## src/rtl/line_decoder_seq.sv

```systemverilog
// line_decoder_seq
// ----------------
// Sequenced 4-to-16 line decoder. A command (a single line code, or an
// inclusive code range that may wrap past 15) is taken over a valid/ready
// handshake. One registered one-hot line select is then emitted per output
// beat, and the consumer can apply backpressure on each beat.
//
// Ports
//   clk         rising-edge clock
//   rst         asynchronous, active-high reset
//   in_valid    command present
//   in_ready    block can accept a command (decoded from state only)
//   in_code     first line to assert
//   in_end      last line to assert (used only when in_sweep=1)
//   in_sweep    1: emit in_code..in_end inclusive, 0: emit in_code only
//   abort       synchronous kill of the current command
//   out_valid   beat present on out_onehot/out_index/out_last
//   out_ready   consumer accepts the current beat
//   out_onehot  one-hot line select (zero when idle)
//   out_index   binary index of the selected line
//   out_last    current beat is the final beat of the command
module line_decoder_seq (
    input  logic        clk,
    input  logic        rst,
    input  logic        in_valid,
    output logic        in_ready,
    input  logic [3:0]  in_code,
    input  logic [3:0]  in_end,
    input  logic        in_sweep,
    input  logic        abort,
    output logic        out_valid,
    input  logic        out_ready,
    output logic [15:0] out_onehot,
    output logic [3:0]  out_index,
    output logic        out_last
);

    typedef enum logic {
        IDLE = 1'b0,
        EMIT = 1'b1
    } state_t;

    state_t      state_q, state_d;
    logic [3:0]  cur_q, cur_d;
    logic [3:0]  stop_q, stop_d;
    logic        out_valid_q, out_valid_d;
    logic [15:0] out_onehot_q, out_onehot_d;
    logic [3:0]  out_index_q, out_index_d;
    logic        out_last_q, out_last_d;

    always_ff @(posedge clk or posedge rst) begin
        if (rst) begin
            state_q      <= IDLE;
            cur_q        <= 4'd0;
            stop_q       <= 4'd0;
            out_valid_q  <= 1'b0;
            out_onehot_q <= 16'h0000;
            out_index_q  <= 4'd0;
            out_last_q   <= 1'b0;
        end else begin
            state_q      <= state_d;
            cur_q        <= cur_d;
            stop_q       <= stop_d;
            out_valid_q  <= out_valid_d;
            out_onehot_q <= out_onehot_d;
            out_index_q  <= out_index_d;
            out_last_q   <= out_last_d;
        end
    end

    // Next-state logic. Abort is checked first so that it wins over both
    // command acceptance in IDLE and beat transfer in EMIT.
    always_comb begin
        state_d = state_q;
        cur_d   = cur_q;
        stop_d  = stop_q;

        if (abort) begin
            state_d = IDLE;
        end else begin
            unique case (state_q)
                IDLE: begin
                    if (in_valid) begin
                        cur_d   = in_code;
                        stop_d  = in_sweep ? in_end : in_code;
                        state_d = EMIT;
                    end
                end
                EMIT: begin
                    if (out_ready) begin
                        if (cur_q == stop_q) begin
                            state_d = IDLE;
                        end else begin
                            // 4-bit add: 15 wraps naturally to 0.
                            cur_d = cur_q + 4'd1;
                        end
                    end
                end
                default: state_d = IDLE;
            endcase
        end
    end

    // Output registers are loaded from the *next* state so that a beat is
    // visible in the cycle right after acceptance. While a beat is stalled
    // cur/stop/state are unchanged, so these values hold steady.
    always_comb begin
        out_valid_d  = (state_d == EMIT);
        out_onehot_d = 16'h0000;
        out_index_d  = out_index_q;
        out_last_d   = 1'b0;
        if (state_d == EMIT) begin
            out_onehot_d = 16'h0001 << cur_d;
            out_index_d  = cur_d;
            out_last_d   = (cur_d == stop_d);
        end
    end

    assign in_ready   = (state_q == IDLE);
    assign out_valid  = out_valid_q;
    assign out_onehot = out_onehot_q;
    assign out_index  = out_index_q;
    assign out_last   = out_last_q;

endmodule

```

## config.mk

```make
export PLATFORM = sky130hd
export DESIGN_NAME = line_decoder_seq
export DESIGN_NICKNAME = d
export VERILOG_FILES = /design/src/rtl/line_decoder_seq.sv
export SDC_FILE = /design/constraint.sdc
export NUM_CORES = 1
export LEC_CHECK = 0
export CAP_MARGIN = 0
export CORE_UTILIZATION = 48
export CTS_CLUSTER_SIZE = 25
export DETAILED_ROUTE_END_ITERATION = 8
export PLACE_DENSITY_LB_ADDON = 0.08
export SYNTH_ARGS = -nofsm -noshare
export SYNTH_HDL_FRONTEND = slang
export SYNTH_SLANG_ARGS = --single-unit
```

## constraint.sdc

```tcl
create_clock -name clk -period 2.1 [get_ports clk]
set_input_delay 0.42 -clock clk [delete_from_list [all_inputs] [get_ports clk]]
set_output_delay 0.42 -clock clk [all_outputs]
set_load 0.02 [all_outputs]
```

==> results.sh <==
export IMPL_dp_cells=228
export IMPL_post_cts_buffers=0
export IMPL_cp_max_fo=4
export IMPL_crit_type="reg2reg"
export IMPL_num_antenna_cells=0
export IMPL_cts_tree="yes"
export IMPL_stdcell_count=236
export IMPL_setup_tns_ps=0
export IMPL_gp_congestion=0.890
export IMPL_cts_inserted_buffers=5
export IMPL_netlist_area_leader_share_pct=50.7
export IMPL_finalMaxSlewViolations=0
export IMPL_ys_flop_type="dfrtp_1"
export IMPL_grt_setup_unrepaired="yes"
export IMPL_clock_sinks=30
export IMPL_async_flop_share_pct=100
export IMPL_ant_nets=0
export IMPL_max_slew_margin_rel_pct=73.1
export IMPL_clk_path_buf_depth=2
export IMPL_critPathLaunchType="register"
export IMPL_max_stage_delay_ps=470
export IMPL_final_cell_area_um2=2110
export IMPL_ir_worst_vdd_mv=0.647
export IMPL_synth_area_leaders="dfrtp_1 (51%), mux2i_1 (5.4%), nand2_1 (4.3%)"
export IMPL_violations="DRC"
export IMPL_synthToLayoutAreaGrowth_pct=42.7
export IMPL_final_seq_area_um2=753
export IMPL_pre_cts_ws_ps=-372
export IMPL_p_leak_uw=0.000970
export IMPL_grt_max_degree=31
export IMPL_min_path_type="in2async"
export IMPL_dpl_cell_area_um2=2010
export IMPL_start_util_pct=52.3
export IMPL_boundaryPins=37
export IMPL_gr_total_overflow=0
export IMPL_grt_pass1_vias=1289
export IMPL_synth_edf_count=0
export IMPL_crit_chain="xnor2_2 -> a41oi_1 -> mux2i_1 -> or3_4 -> clkinv_4 -> xnor2_1 -> and4b_1"
export IMPL_fp_dieH_um=57.5
export IMPL_ctsResizeCount=1
export IMPL_drc=3
export IMPL_drt_first_pass_iters=9
export IMPL_yosysUniqueCellTypes=41
export IMPL_hold_buffers=0
export IMPL_hold_violations=0
export IMPL_drt_wl_total_um=3790
export IMPL_max_freq_mhz=497
export IMPL_dp_hpwl_um=2740
export IMPL_run_status="finished with violations"
export IMPL_power_density_nw_per_um2=899
export IMPL_htreeDepth=2
export IMPL_grt_pass1_wl_um=6190
export IMPL_die_area_um2=3310
export IMPL_slowest_stage="dfrtp_1"
export IMPL_ys_ff_latch=30
export IMPL_worst_ep_required_time_ps=2370
export IMPL_port_buffers=36
export IMPL_clkSlewWorstSetupHoldPaths_ps=110
export IMPL_fin_skew_ps=11.4
export IMPL_detail_route_wl_per_cell_um=16.1
export IMPL_cp_end_kind="register"
export IMPL_finalCritPeriodShare_pct=95.9
export IMPL_syn_area_um2=1480
export IMPL_root_buffer="clkbuf_4"
export IMPL_clk_latency_ps=330
export IMPL_drtIter0Drc=68
export IMPL_setup_slack_ps=86.1
export IMPL_drive_gt1_share_pct=24.9
export IMPL_syn_inst=145
export IMPL_seq_area_frac_synth_pct=50.7
export IMPL_fp_dieW_um=57.5
export IMPL_grtUsageTotal_pct=25.9
export IMPL_num_vias=1326
export IMPL_period_needed_ps=2010
export IMPL_worstMarginPinSlew_ps=399
export IMPL_syn_area_per_cell_um2=10.2
export IMPL_num_fill_cells=201
export IMPL_via_per_inst=5.62
export IMPL_rows=19
export IMPL_setup_viol=0
export IMPL_num_nets_final=219
export IMPL_maxCapViolations=0
export IMPL_multiInputGateArea_um2=701
export IMPL_synth_nets=160
export IMPL_synth_top_area_cell="dfrtp_1"
export IMPL_antenna_found_initial=0
export IMPL_yosys_warnings=0
export IMPL_hold_slack_ps=444
export IMPL_core_area_um2=2830
export IMPL_worstPathArrival_ps=2280
==> power breakdown <==
group | leakage (uW) | switching (uW) | internal [uW]
Clock | 0.0000343 | 210 | 161
Sequential | 0.000388 | 87.8 | 662
Combinational | 0.000548 | 407 | 371
Total | 0.000970 | 705 | 1190
==> logic make-up after synthesis <==
family	count (synthesis)	share of synthesized area [%]
buffers and inverters	13	4.31
DFF	30	50.7
adders and majority gates	1	0.845
AOI/OAI and AO/OA	23	9.47
muxes	9	6.93
xor gates and xnor gates	6	3.55
and+or+nand+nor	63	24.2
==> layer usage <==
layer	wire length [um]	GRT usage, %	up-vias
li1	-	-	620
met1	1620	36.4	624
met2	1740	38.5	69
met3	324	5.44	13
met4	107	11.8	0
met5	0	0	-
==> worst paths after layout <==
check / to / cells after the start / startpoint / slack (ps)
worst max register to register: out_last / 7 / cur_q[3] / 90
worst min-delay path: stop_q[1] / 3 / rst / 440
max in group asynchronous: out_valid / 3 / rst / 1350
min in group clk: out_index[3] / 2 / out_index[3] / 500
worst max-delay path: out_last / 7 / cur_q[3] / 90
worst min register to register: out_index[3] / 2 / out_index[3] / 500
==> through the flow <==
step	util (%)	power, uW
3_5_place_dp	71.0	1480
4_1_cts	73.3	1860
3_3_place_gp	71.0	1470
6_report	74.7	1900
5_1_grt	74.7	2010
2_1_floorplan	-	1180
==> placed cells by master, fill, tap and decap left out, drive strengths merged <==
| cell type | n |
|---|---|
| and2b | 1 |
| nor2b | 3 |
| a41oi | 1 |
| nor3 | 1 |
| or2 | 1 |
| clkinvlp | 1 |
| a211o | 1 |
| o21a | 1 |
| nor4 | 4 |
| or3 | 1 |
| inv | 7 |
| o21ai | 6 |
| nor3b | 1 |
| nor2 | 21 |
| buf | 21 |
| and3 | 2 |
| clkbuf | 6 |
| nand3b | 2 |
| clkdlybuf4s50 | 35 |
| nand4b | 1 |
| o2111ai | 1 |
| nand4 | 1 |
| a21oi | 7 |
| a31oi | 1 |
| dlymetal6s2s | 1 |
| a211oi | 1 |
| mux2i | 9 |
| ha | 1 |
| nand2b | 2 |
| xnor2 | 6 |
| nand2 | 18 |
| a2bb2oi | 1 |
| clkinv | 2 |
| and4b | 1 |
| nand3 | 2 |
| or4b | 1 |
| dfrtp | 30 |
| o22ai | 3 |
==> flip-flops by register name (all words and copies together), names as in the netlist <==
signal / count
cur_q: 4
out_index: 4
out_last: 1
out_onehot: 16
out_valid: 1
stop_q: 4
==> area by class of cell <==
type / count / share of cell area [%]
clock buffers: 6 / 2.43
clock inverters: 2 / 0.592
inverters: 8 / 1.66
multi-input cells: 102 / 33.2
flip-flops and latches: 30 / 35.7
well taps: 31 / 1.84
repair buffers: 57 / 24.6
==> synth_stat cells, drive strengths merged (3+ instances only) <==
| cell | count |
|---|---|
| a21oi | 7 |
| buf | 3 |
| dfrtp | 30 |
| inv | 7 |
| mux2i | 9 |
| nand2 | 18 |
| nor2 | 21 |
| nor2b | 3 |
| nor4 | 4 |
| o21ai | 6 |
| o22ai | 3 |
| xnor2 | 6 |
==> critical path: cells and delay by family (launching register included) <==
family,cells,cell delay (ps)
compound gates,1,340
xor+xnor,2,290
buf+inv,1,80
flops,1,470
mux,1,130
simple gates,2,640
(Power assumes the default switching activity.)
